$ cat src/rtl/riscv_pkg.sv
// Shared store-path definitions: funct3 encodings, store FSM states and
// the byte-lane size mask used by the store lane packer.
package riscv_pkg;

  localparam logic [2:0] F3_SB = 3'b000;
  localparam logic [2:0] F3_SH = 3'b001;
  localparam logic [2:0] F3_SW = 3'b010;

  typedef enum logic [1:0] {
    IDLE  = 2'd0,
    BEAT0 = 2'd1,
    BEAT1 = 2'd2,
    RESP  = 2'd3
  } st_state_t;

  // An all-zero mask marks an illegal funct3.
  function automatic logic [3:0] size_mask(input logic [2:0] funct3);
    case (funct3)
      F3_SB:   size_mask = 4'b0001;
      F3_SH:   size_mask = 4'b0011;
      F3_SW:   size_mask = 4'b1111;
      default: size_mask = 4'b0000;
    endcase
  endfunction

endpackage

$ cat src/rtl/st_lane_gen.sv
// Combinational lane generator: narrows rs2 to the store size and shifts
// mask and data across an 8-byte window spanning two memory words.
module st_lane_gen
  import riscv_pkg::*;
(
  input  logic [2:0]  funct3,
  input  logic [1:0]  off,
  input  logic [31:0] data,
  output logic [7:0]  lane_mask,
  output logic [63:0] lane_data,
  output logic        illegal
);

  logic [3:0]  m;
  logic [31:0] narrow;

  always_comb begin
    m         = size_mask(funct3);
    illegal   = (m == 4'b0000);
    narrow    = data & {{8{m[3]}}, {8{m[2]}}, {8{m[1]}}, {8{m[0]}}};
    lane_mask = {4'b0000, m} << off;
    lane_data = {32'h0000_0000, narrow} << {off, 3'b000};
  end

endmodule

$ cat src/rtl/store_lane_packer.sv
// Store lane packer: turns an EX-stage store into one or two word-aligned
// memory write beats with byte enables, using a req/gnt handshake.
module store_lane_packer
  import riscv_pkg::*;
#(
  parameter int ALLOW_MISALIGNED = 1
)(
  input  logic        clk,
  input  logic        rst,
  input  logic        st_valid,
  output logic        st_ready,
  input  logic [2:0]  st_funct3,
  input  logic [31:0] st_addr,
  input  logic [31:0] st_data,
  output logic        mem_req,
  output logic [31:0] mem_addr,
  output logic [31:0] mem_wdata,
  output logic [3:0]  mem_be,
  input  logic        mem_gnt,
  output logic        st_done,
  output logic        st_err
);

  st_state_t   state, next_state;
  logic [7:0]  lane_mask;
  logic [63:0] lane_data;
  logic        illegal;
  logic        accept;
  logic        split;
  logic        reject;
  logic        granted;
  logic        split_q;
  logic [3:0]  hi_be;
  logic [31:0] hi_wdata;

  st_lane_gen u_lane_gen (
    .funct3    (st_funct3),
    .off       (st_addr[1:0]),
    .data      (st_data),
    .lane_mask (lane_mask),
    .lane_data (lane_data),
    .illegal   (illegal)
  );

  assign st_ready = (state == IDLE) && !rst;
  assign accept   = st_valid && st_ready;
  assign split    = |lane_mask[7:4];
  assign reject   = illegal || (split && (ALLOW_MISALIGNED == 0));
  assign granted  = mem_req && mem_gnt;

  always_ff @(posedge clk) begin
    if (rst) state <= IDLE;
    else     state <= next_state;
  end

  always_comb begin
    next_state = state;
    case (state)
      IDLE:  if (accept)  next_state = reject ? RESP : BEAT0;
      BEAT0: if (granted) next_state = split_q ? BEAT1 : RESP;
      BEAT1: if (granted) next_state = RESP;
      RESP:  next_state = IDLE;
      default: next_state = IDLE;
    endcase
  end

  // Bus outputs are registered so they stay stable while waiting for gnt.
  always_ff @(posedge clk) begin
    if (rst) begin
      mem_req   <= 1'b0;
      mem_addr  <= 32'h0;
      mem_wdata <= 32'h0;
      mem_be    <= 4'h0;
      st_done   <= 1'b0;
      st_err    <= 1'b0;
      split_q   <= 1'b0;
      hi_be     <= 4'h0;
      hi_wdata  <= 32'h0;
    end else begin
      st_done <= 1'b0;
      st_err  <= 1'b0;
      case (state)
        IDLE: begin
          if (accept) begin
            if (reject) begin
              st_err <= 1'b1;
            end else begin
              mem_req   <= 1'b1;
              mem_addr  <= {st_addr[31:2], 2'b00};
              mem_be    <= lane_mask[3:0];
              mem_wdata <= lane_data[31:0];
              hi_be     <= lane_mask[7:4];
              hi_wdata  <= lane_data[63:32];
              split_q   <= split;
            end
          end
        end
        BEAT0: begin
          if (granted) begin
            if (split_q) begin
              mem_addr  <= mem_addr + 32'd4;
              mem_be    <= hi_be;
              mem_wdata <= hi_wdata;
            end else begin
              mem_req   <= 1'b0;
              mem_be    <= 4'h0;
              mem_wdata <= 32'h0;
              st_done   <= 1'b1;
            end
          end
        end
        BEAT1: begin
          if (granted) begin
            mem_req   <= 1'b0;
            mem_be    <= 4'h0;
            mem_wdata <= 32'h0;
            st_done   <= 1'b1;
          end
        end
        default: ;
      endcase
    end
  end

endmodule

$ cat config.mk
export PLATFORM = sky130hd
export DESIGN_NAME = store_lane_packer
export DESIGN_NICKNAME = d
export VERILOG_FILES = /design/src/rtl/riscv_pkg.sv /design/src/rtl/st_lane_gen.sv /design/src/rtl/store_lane_packer.sv
export SDC_FILE = /design/constraint.sdc
export NUM_CORES = 1
export LEC_CHECK = 0
export BUFFER_PORTS_ARGS = -buffer_cell sky130_fd_sc_hd__clkbuf_2
export CAP_MARGIN = 20
export CELL_PAD_IN_SITES_DETAIL_PLACEMENT = 1
export CELL_PAD_IN_SITES_GLOBAL_PLACEMENT = 1
export CORE_UTILIZATION = 39
export CTS_BUF_LIST = sky130_fd_sc_hd__clkbuf_8
export CTS_CLUSTER_SIZE = 24
export DETAILED_ROUTE_END_ITERATION = 10
export MAX_ROUTING_LAYER = met4
export PLACE_DENSITY = 0.88
export SETUP_SLACK_MARGIN = 0.5
export SYNTH_ARGS = -nofsm -noshare
export SYNTH_HDL_FRONTEND = slang
export SYNTH_SLANG_ARGS = --single-unit
$ cat constraint.sdc
create_clock -name clk -period 2.35 [get_ports clk]
set_input_delay 0.47 -clock clk [delete_from_list [all_inputs] [get_ports clk]]
set_output_delay 0.47 -clock clk [all_outputs]
set_load 0.005 [all_outputs]
==> summary.txt <==
Synth
  – Top FF cell, synth: dfxtp_1
  – Number of library cell types mapped by synthesis: 58
  – Mapped Cells: 654
  – Syn_area_per_cell: 8.02 sq um
  – Number of synthesized register bits: ~100
  – Register area share after synthesis: between 30% and 40%
  – Post-Synthesis Cell Area: 5240 sq um
  – Synth async-reset ratio: 0%
  – Number of synthesized flops with an enable pin: 0
  – Synth warnings: 0

Cells and area
  – Multi-input combinational cell area: 3390 sq um
  – Syn-to-layout area delta: 34.6%
  – Fill count: ~1600
  – Finished Layout Cells: 979
  – Ant. Diodes: 0
  – Layout cells sized above 1: 37.1%
  – Register Area: 2020 sq um
  – Nets@finish: 879

STA
  – Clock Skew: about 0.012 ns
  – Final setup violation count: 0
  – Period Utilization, post-route: 85.1%
  – Max Clk Rate: 500 MHz
  – Slew @ Worst Pin: 0.720 ns
  – Slew Limit Fails: 0
  – Relative slew margins: 51.8%
  – RSZ-0062 raised after global routing: true
  – Fin. Hold Viols: 0
  – Fin crit period: 2.00 ns
  – Setup TNS: 0 ns

Global route
  – First-pass GRT wire length: 33.5 mm
  – Vias in the first global route: 6196
  – Final global-route overflow total: 0
  – Largest net degree at the start of global routing: 82
  – Initial antenna violation count: 0
  – GRT Total Usage: about 31%

Drt
  – DRC viols: 0
  – Post-route ant nets: 0
  – Vias per Instance: 6.53
  – Avg WL per Cell: 24.1 um
  – Drt total wl: 23.6 mm
  – Number of iterations in the first detailed-routing pass: 7
  – Vias: 6390
  – Iter 0 DRT Violations: 766

Floorplan
  – Starting density of the core: 40.7%
  – IO Count: 143
  – Die Wd: 118 um
  – Core Box Area: 12900 sq um
  – Die area: 13900 sq um
  – Std cell rows: 41
  – Die H: between 100 and 150 um

Clock tree
  – Root Buffer: clkbuf_8
  – Max clock buf depth: 2
  – TritonCTS clock tree: yes
  – CTS buffer count: 9
  – Clock Pin Slew Worst Setup and Hold Paths: approximately 0.10 ns
  – Clk_lat worst skew: 0.42 ns
  – Number of H-tree levels: 3
  – TritonCTS Sinks: 99

Worst setup path
  – CP delay by family, top: simple AND/OR/NAND/NOR gates
  – CP required: 2.71 ns
  – Buf/Inv on CP: 2
  – Crit-path cells: clkbuf_2 > a21o_1 > o21ai_0 > nand2_2 > buf_4 > or4_1 > nand3_1
  – Crit path DAT: 2.36 ns
  – Crit. End Element: flop
  – CP max FO: 11
  – Setup CP Type: input port to flop
  – Slowest stage cell on the critical path: or4_1
  – FF-to-FF setup slack: 0.37 ns
  – Crit-path max cell delay: about 0.53 ns
  – CP Launch Type: input port

Placed design
  – HPWL after detailed placement: 14.8 mm
  – Dpl cells: 945
  – Final estimated routing congestion in global placement: 0.904
  – IO buf count: 140

Min path
  – Worst Hold Class: input port to flop

Pwr
  – Peak supply drop: 0.000596 V
  – P_leak: 0.00281 uW
  – Pwr per Cell Area: between 1000 and 1500 nW/um^2

Outcome
  – Status: completed

Run
  – Max cap viols: 0
==> through the flow <==
| step | util, % | power (uW) | cell area, sq um | worst slack (ns) | hold WS, ns |
|---|---|---|---|---|---|
| after global routing | 54.8 | 8770 | 7060 | 0.266 | 0.321 |
| final | 54.8 | 8370 | 7060 | 0.351 | 0.324 |
| after CTS | 52.4 | 7560 | 6750 | 0.428 | 0.318 |
| after global placement | 49.1 | 5980 | 6320 | 0.135 | 0.448 |
| after detailed placement | 49.1 | 6200 | 6320 | 0.0576 | 0.446 |
| after floorplan | - | 4740 | 5370 | 0.345 | 0.437 |
==> cells in the mapped netlist (7+ instances only) <==
library cell  number  area share, %
mux2_2             9            1.9
o22ai_1           11            1.3
nor2b_1           10            1.2
nor2_1            66            4.7
a22o_1            24            4.0
a21oi_1           34            3.2
o21ai_0           52            5.0
nand3_1           20            1.9
nand2_1           55            3.9
a211oi_1          11            1.6
inv_1             13           0.93
nand2b_1           7           0.84
a221oi_1          26            4.3
nor3_1            17            1.6
a31oi_1            7           0.84
nand4_1           11            1.3
dfxtp_1           99             38
a41oi_1            7            1.2
a22oi_1           27            3.9
clkbuf_1          47            3.4
==> power by group <==
group / switching [uW] / internal [uW] / total, uW
sequential: 511 / 2190 / 2700
combinational: 2610 / 1970 / 4580
clock: 681 / 415 / 1100
total: 3800 / 4570 / 8370
==> layer usage <==
layer	part of all wire, %	global-route usage, %	vias to the layer above
li1	-	-	2759
met3	8.9	6.10	95
met4	4.0	16.4	0
met5	0	-	-
met1	40	39.0	3097
met2	47	47.5	439
==> state kept, by name (all words and copies together), names as in the netlist <==
| name | cells |
|---|---|
| hi_be | 3 |
| hi_wdata | 24 |
| mem_addr | 30 |
| mem_be | 4 |
| mem_req | 1 |
| mem_wdata | 32 |
| split_q | 1 |
| st_done | 1 |
| st_err | 1 |
| state | 2 |
==> cell type report <==
type,count,area share [%]
clock inverter,6,0.567
inverter,13,0.833
multi-input combinational,487,48.0
sequential,99,28.6
timing repair buffer,192,17.0
tap,172,3.05
clock buffer,10,1.95
==> layout by cell type, fill, tap and decap left out, types with 10 or more instances in the layout <==
cell      Yosys  layout
nand4_1      11      11
nand2_1      55      54
a22o_1       24      24
a211oi_1     11      10
nor3_1       17      13
nand3_1      20      18
a21oi_1      34      34
inv_1        13      11
o21ai_0      52      51
dfxtp_1      99      84
nor2_1       66      61
a22oi_1      27      27
nor2b_1      10      10
a221oi_2      0      15
clkbuf_8      0      10
buf_4         2      37
clkbuf_2      0     139
==> worst reg2reg max path: stages (launching register included) <==
cell	delay, ns
dfxtp_4	0.38
ha_4	0.15
nand3_4	0.08
or4_4	0.52
buf_6	0.17
nor4_2	0.26
nand4b_1	0.15
a31oi_1	0.20
==> path summary, 6_finish.rpt <==
kind                               startpoint             to  cells past startpoint
worst max register to register    mem_addr[3]   mem_addr[28]                      7
worst min register to register  mem_wdata[30]  mem_wdata[30]                      1
worst min-delay path              st_addr[29]   mem_addr[29]                      3
worst max-delay path             st_funct3[0]   mem_addr[30]                      7
==> kinds of logic (layout without fill, tap and decap cells) <==
group / Yosys count / count (layout) / share of synthesized area [%]
AO/OA/AOI/OAI: 228 / 228 / 30.2
XOR/XNOR: 1 / 1 / 0.167
adder cells (fa/ha/maj): 6 / 6 / 1.43
buffers and inverters: 69 / 221 / 5.13
flip-flops: 99 / 99 / 37.8
multiplexers: 11 / 11 / 2.31
other: 1 / 2 / 0.0715
AND/OR/NAND/NOR: 239 / 239 / 22.9
==> what timing repair did <==
item,4_1_cts,5_1_grt
buffers inserted,7,9
cloned,0,2
hold buffers,0,0
gates resized for setup,49,48
setup endpoints to repair,65,65
pin swaps,8,9
Note: power is estimated with default switching activity, not from simulation.
